<file path="src/rtl/aes_round_ctrl.sv">
// Purpose : AES-256 round sequencer that owns the state register and steers the state input mux.
// Latency : a block accepted at edge k leaves ROUND after 15 round cycles, so out_valid is high from edge k+15 and the handshake edge is k+16 at the earliest.
// Backpr. : in_ready only in IDLE; out_valid and state_q hold in DONE until out_ready.
//
// Ports:
//   clk, rst_n          clock (rising edge), asynchronous active-low reset
//   in_valid/in_ready   input handshake; datain is captured only on the accept edge
//   datain              plaintext block
//   rnd_data            result of the external combinational round logic
//   mux_sel             0 = state register loads datain, 1 = loads rnd_data
//   state_q             state register, feeds the round logic
//   round_idx           current round 0..NUM_ROUNDS, selects the round key
//   last_round          high while the final round (no MixColumns) is being computed
//   busy                high in ROUND and DONE
//   out_valid/out_ready output handshake; state_q carries the ciphertext
//   abort               present only when AES_CTRL_ABORT_EN is defined
//
// Build option: define AES_CTRL_ABORT_EN to add the abort port. Without it,
// only rst_n can stop an operation in progress.
module aes_round_ctrl #(
  parameter int NUM_ROUNDS = 14,
  parameter int DATA_W     = 128
) (
  input  logic              clk,
  input  logic              rst_n,
  input  logic              in_valid,
  output logic              in_ready,
  input  logic [DATA_W-1:0] datain,
  input  logic [DATA_W-1:0] rnd_data,
  output logic              mux_sel,
  output logic [DATA_W-1:0] state_q,
  output logic [3:0]        round_idx,
  output logic              last_round,
  output logic              busy,
  output logic              out_valid,
  input  logic              out_ready
`ifdef AES_CTRL_ABORT_EN
  ,
  input  logic              abort
`endif
);

  localparam logic [3:0] LAST_IDX = 4'(NUM_ROUNDS);

  typedef enum logic [1:0] {
    IDLE  = 2'd0,
    ROUND = 2'd1,
    DONE  = 2'd2
  } state_t;

  state_t state;
  logic   abort_act;
  logic   clr;

`ifdef AES_CTRL_ABORT_EN
  assign abort_act = abort;
`else
  assign abort_act = 1'b0;
`endif

  // Return to IDLE with cleared state: on abort while an operation is in
  // flight, or if the state register ever holds the unused encoding.
  always_comb begin
    clr = 1'b0;
    case (state)
      IDLE:          clr = 1'b0;
      ROUND, DONE:   clr = abort_act;
      default:       clr = 1'b1;
    endcase
  end

  // All outputs are flops updated together with the FSM state, so each one
  // always matches the state it belongs to.
  always_ff @(posedge clk or negedge rst_n) begin
    if (!rst_n) begin
      state      <= IDLE;
      state_q    <= '0;
      round_idx  <= '0;
      mux_sel    <= 1'b0;
      in_ready   <= 1'b1;
      out_valid  <= 1'b0;
      busy       <= 1'b0;
      last_round <= 1'b0;
    end else if (clr) begin
      state      <= IDLE;
      state_q    <= '0;
      round_idx  <= '0;
      mux_sel    <= 1'b0;
      in_ready   <= 1'b1;
      out_valid  <= 1'b0;
      busy       <= 1'b0;
      last_round <= 1'b0;
    end else begin
      case (state)
        IDLE: begin
          if (in_valid) begin
            state      <= ROUND;
            state_q    <= datain;
            round_idx  <= '0;
            in_ready   <= 1'b0;
            mux_sel    <= 1'b1;
            busy       <= 1'b1;
            last_round <= (LAST_IDX == 4'd0);
          end
        end
        ROUND: begin
          state_q <= rnd_data;
          if (round_idx == LAST_IDX) begin
            // round_idx stays at the last value through DONE.
            state      <= DONE;
            mux_sel    <= 1'b0;
            last_round <= 1'b0;
            out_valid  <= 1'b1;
          end else begin
            round_idx  <= round_idx + 4'd1;
            last_round <= ((round_idx + 4'd1) == LAST_IDX);
          end
        end
        DONE: begin
          if (out_ready) begin
            state     <= IDLE;
            round_idx <= '0;
            out_valid <= 1'b0;
            busy      <= 1'b0;
            in_ready  <= 1'b1;
          end
        end
        default: begin
          state <= IDLE;
        end
      endcase
    end
  end

endmodule

</file>
<file path="config.mk">
export PLATFORM = sky130hd
export DESIGN_NAME = aes_round_ctrl
export DESIGN_NICKNAME = d
export VERILOG_FILES = /design/src/rtl/aes_round_ctrl.sv
export SDC_FILE = /design/constraint.sdc
export NUM_CORES = 1
export LEC_CHECK = 0
export ABC_AREA = 1
export CAP_MARGIN = 20
export CORE_AREA = 2 2 154 156
export CTS_CLUSTER_DIAMETER = 50
export DETAILED_ROUTE_END_ITERATION = 16
export DIE_AREA = 0 0 156 158
export GPL_ROUTABILITY_DRIVEN = 0
export GPL_TIMING_DRIVEN = 1
export MAX_ROUTING_LAYER = met4
export PLACE_DENSITY = 0.7
export SYNTH_ARGS = -nofsm -noshare
export SYNTH_HDL_FRONTEND = slang
export SYNTH_SLANG_ARGS = --single-unit
export TNS_END_PERCENT = 1
</file>
<file path="constraint.sdc">
create_clock -name clk -period 2.51 [get_ports clk]
set_input_delay 0.251 -clock clk [delete_from_list [all_inputs] [get_ports clk]]
set_output_delay 0.251 -clock clk [all_outputs]
set_load 0.02 [all_outputs]
</file>
Word-level counts from Yosys, hierarchy flattened
Index checks and enable logic that the tools add are counted.

operators by class
  add/subtract/negate cells = 1
  equality and inequality tests = 12
  mux-type cells = 30
  reductions and logical operators = 8

operators by type and width
  operator             count
  $mux 128             2
  $pmux 128 s2         1
  $mux 4               4
  $mux 1               12
  $ne 3x3->1 const B   4
  $pmux 4 s3           1
  $reduce_and 3->1     4
  $pmux 1 s2           5
  $ne 3x1->1 const B   3
  $eq 4x4->1 const B   2
  $mux 2               4
  $pmux 2 s3           1
  $add 4x1->4 const B  1
  $ne 4x1->1 const B   1
  $reduce_and 4->1     1
  $reduce_or 3->1      1
  $eq 2x1->1 const B   1
  $eq 2x2->1 const B   1
  $logic_not 2->1      1
  $reduce_and 2->1     1

storage, ports and cells
  register bits after elaboration = 139

Depth between registers and ports, before layout
  depth after elaboration = 5
  mapped depth = 8
  gate-level depth less buffers = 7

Least setup slack after synthesis
No wires, ideal clock.

  kind = register to register
  start point = register round_idx[0]
  end point = register round_idx[1]
  arrival = 1.240 ns
  required time = 2.445 ns
  setup slack = 1.205 ns
  cell stages (with the launch flop) = 7
  period minus slack after synthesis = 1.305 ns
  path through = dfrtp_1 inv_1 ha_1 nand3_1 nand2_1 or2_0 nand2_1

on the way
  word-level cells in the longest chain between the ends = 4
  elaborated cells on any way between the ends = 7
  those cells by class = 1 x add/sub; 2 x eq/ne; 3 x mux; 1 x reduce/logical

ends and longest elaborated chain
  what                    RTL line  RTL
  from (decl)             32        output logic [3:0] round_idx,
  from (signal assigned)  115       round_idx <= round_idx + 4'd1;
  $add 4x1->4             115
  $mux 4                  108       if (round_idx == LAST_IDX) begin
  $pmux 4 s3              94        case (state)
  $mux 4                  84        end else if (clr) begin

Several ways; a longest one is shown, not always the timed one. The select of a mux whose other input is x is not followed.
A chain may end at the register's enable or synchronous reset.

Worst setup path after layout
  start point = register in_ready
  end point = output in_ready

RTL lines
  what                    RTL line  RTL
  from (decl)             27        output logic in_ready,
  from (signal assigned)  80        in_ready <= 1'b1;
  from (signal assigned)  89        in_ready <= 1'b1;
  from (signal assigned)  100       in_ready <= 1'b0;

No word-level cell between the ends.

==> summary.txt <==
Global route
  – Grt total ovfl: 0
  – First-pass GRT wire length: 35400 um
  – Largest net degree at the start of global routing: 129
  – Vias in the first global route: 7028
  – Total Routing Usage GR: 18.8%
  – Initial antenna violation count: 0

Critical path
  – CP Buf/Inv Count: 1
  – Cells on worst reg2reg path: 6
  – R2R setup slack: 0.71 ns
  – Largest stage delay, worst path: 0.61 ns
  – Critical path launch point type: register
  – WP data arrival: 1.56 ns
  – Worst R2R End: round_idx[2]
  – Crit path kind: register to output port
  – Slowest cell on crit path: clkdlybuf4s50_1
  – CP Cell Sequence: clkdlybuf4s50_1
  – CP top delay family: buffers and inverters
  – CP Capture Type: output port
  – Max FO, Critical Path: 2
  – RR Startpoint: state[1]
  – CP Data Required Time: 2.26 ns

Pwr
  – Sequential Power Share: 28.1%
  – LEAKAGE: 0.00601 uW
  – P_int: 7960 uW
  – Comb power frac: 53.1%
  – P per Cell Area: 1180 mW/mm^2
  – VDD IR max: 0.758 mV
  – NetSw: 5910 uW
  – Clock power share: 18.8%
  – Sw Share: 42.6%

Synthesis
  – Post-synthesis sequential area ratio: 49.4%
  – Synth area leaders: dfrtp_1, nand2_1, buf_2, buf_6, inv_1
  – Mux contribution to synthesized area: 0%
  – Seq cells post-synth: 139
  – Synth Area per Inst: 6.84 um^2
  – Mapped Nets: 1292
  – Main combinational cell family by area after synthesis: simple AND/OR/NAND/NOR gates
  – Synth cell types: 19
  – Commonest cells in the netlist: nand2_1, dfrtp_1, buf_2, inv_1, buf_6
  – Compound-Gate Fraction of Synth Area: 0.693%
  – Async SR Flop Fraction: 100%
  – Leading area contributor after synthesis: dfrtp_1
  – Top cell type's share of synthesized area: 49.0%
  – YS warnings: 0
  – Post-synthesis instance area: 0.00704 mm^2
  – Post-synthesis xor/xnor area fraction: 0%
  – Count leader, synth: nand2_1
  – Post-synthesis simple-gate area fraction: 43.4%
  – Cells after Synth: 1029
  – Post-Synth Adder-Cell Area: 0.533%
  – EDFF count, synth: 0
  – Synth Flop Type: dfrtp_1

Worst hold path
  – Worst min-delay path class: input port to asynchronous set/reset pin

Floorplanning
  – Row count: 56
  – Die width: 156 um
  – Starting Density: 30.5%
  – IO Count: 397
  – Core Region: 0.0231 mm^2
  – Die H: 158 um
  – Die Area: 0.0246 mm^2

Clock network
  – CTS tree: built
  – CTS sink cnt: 139
  – Reg clk slew, reported paths: 0.06 ns
  – Post-CTS Setup Repair Bufs: 0
  – Clk buf depth: 2
  – Num CTS Buffers: 17
  – H-tree Lvls: 4
  – Clock Tree Root: clkbuf_16
  – Worst-Skew Late Latency: 0.41 ns

Run status
  – Status: complete, no violations

Routing
  – Final wirelength: 23000 um
  – Via density: 4.32
  – Residual DRC: 0
  – Pre-antenna DRT Iters: 5
  – Routed Antenna Nets: 0
  – Avg WL per Cell: 13.5 um
  – Vias post-DR: 7354
  – Iteration-0 DRC Markers: 372

Timing
  – Worst slew margin: 51.5%
  – Worst-Margin Slew: 0.727 ns
  – Final Setup Violations: 0
  – Slew Limit Fails: 0
  – RSZ-0062 raised after global routing: no
  – WHS: 0.334 ns
  – Fin Setup TNS: 0 ns
  – Final Critical Period: 1.81 ns
  – Fmax: 0.553 GHz
  – Final Cycle Share: 72.0%
  – Clock Skews: 0.00677 ns
  – Fin. Hold Viols: 0

Final layout
  – FF/Latch Area: 0.00348 mm^2
  – Fillers: 2200
  – Antenna Cells: 0
  – Share of cells above drive strength 1: 3.26%
  – Final net count: 1662
  – Synth-to-layout area growth: 67.3%
  – Footprint of the multi-input gates: 0.00315 mm^2

Run
  – MaxCap Viol Count: 0

Placed design
  – Detailed Place HPWL: 16700 um
  – I/O Buffers: 396
==> layout by cell type, fill, tap and decap left out, drive strengths merged <==
| cell type | netlist | final |
|---|---|---|
| clkinv | 0 | 5 |
| clkdlybuf4s50 | 0 | 395 |
| clkinvlp | 0 | 2 |
| nand4 | 1 | 1 |
| nand3 | 7 | 7 |
| nor2 | 5 | 5 |
| bufinv | 0 | 3 |
| o21ai | 2 | 2 |
| buf | 54 | 11 |
| clkbuf | 2 | 20 |
| or2 | 1 | 1 |
| ha | 3 | 3 |
| dfstp | 1 | 1 |
| inv | 16 | 18 |
| a21oi | 1 | 1 |
| dlygate4sd3 | 0 | 1 |
| o21bai | 4 | 4 |
| nand2 | 794 | 794 |
| dfrtp | 138 | 138 |
==> through the flow <==
| step | setup WS, ns | util, % | area [um^2] | instances | total power [uW] |
|---|---|---|---|---|---|
| after floorplan | 1.21 | - | 7040 | 1029 | 8070 |
| after global placement | 0.755 | 48.4 | 11200 | 1669 | 11300 |
| after detailed placement | 0.712 | 48.4 | 11200 | 1669 | 11400 |
| after CTS | 0.673 | 51.1 | 11800 | 1702 | 14000 |
| after global routing | 0.594 | 51.1 | 11800 | 1702 | 14900 |
| final | 0.702 | 51.1 | 11800 | 1702 | 13900 |
==> power groups by stage <==
stage	sequential, uW	combinational, uW	clock, uW
global route	4040	8090	2790
detailed placement	3910	7450	0
finish	3900	7370	2600
floorplan	5140	2930	0
global placement	3900	7370	0
CTS	3900	7460	2670
==> kinds of logic after synthesis <==
family	count (synthesis)
AO/OA/AOI/OAI	7
buffers and inverters	72
flip-flops	139
adder cells (fa/ha/maj)	3
AND/OR/NAND/NOR	808
==> flip-flops by register name, summed over array words and instances, names as in the netlist <==
| register | cells |
|---|---|
| in_ready | 1 |
| last_round | 1 |
| busy | 1 |
| state | 2 |
| state_q | 128 |
| out_valid | 1 |
| mux_sel | 1 |
| round_idx | 4 |
==> routing by layer <==
layer,track usage [%],wire length [um],vias up
met5,-,0,-
met4,6.64,537,0
met3,5.26,1810,36
met2,30.9,10800,286
met1,22.1,9850,3235
li1,-,-,3797
==> worst max-delay path by stage <==
stage | startpoint | endpoint | slack, ns | cells after the start
2_1_floorplan | round_idx[0] | round_idx[1] | 1.21 | 6
3_3_place_gp | in_valid | state_q[95] | 0.76 | 6
3_5_place_dp | in_valid | state_q[74] | 0.71 | 6
4_1_cts | in_ready | in_ready | 0.67 | 1
5_1_grt | state[0] | round_idx[2] | 0.59 | 7
6_report | in_ready | in_ready | 0.70 | 1
==> layout make-up <==
cell class              count  area share [%]
repair buffers            407            34.9
flip-flops and latches    139            29.5
multi-input cells         818            26.7
clock buffers              20            3.79
well taps                 290            3.08
clock inverters            12            1.41
inverters                  16           0.552
==> repair_timing <==
action / CTS / global route
resized for setup: 0 / 0
endpoints found under the hold margin: 38 / 0
hold buffers: 1 / 0
Note: power is estimated with default switching activity, not from simulation.
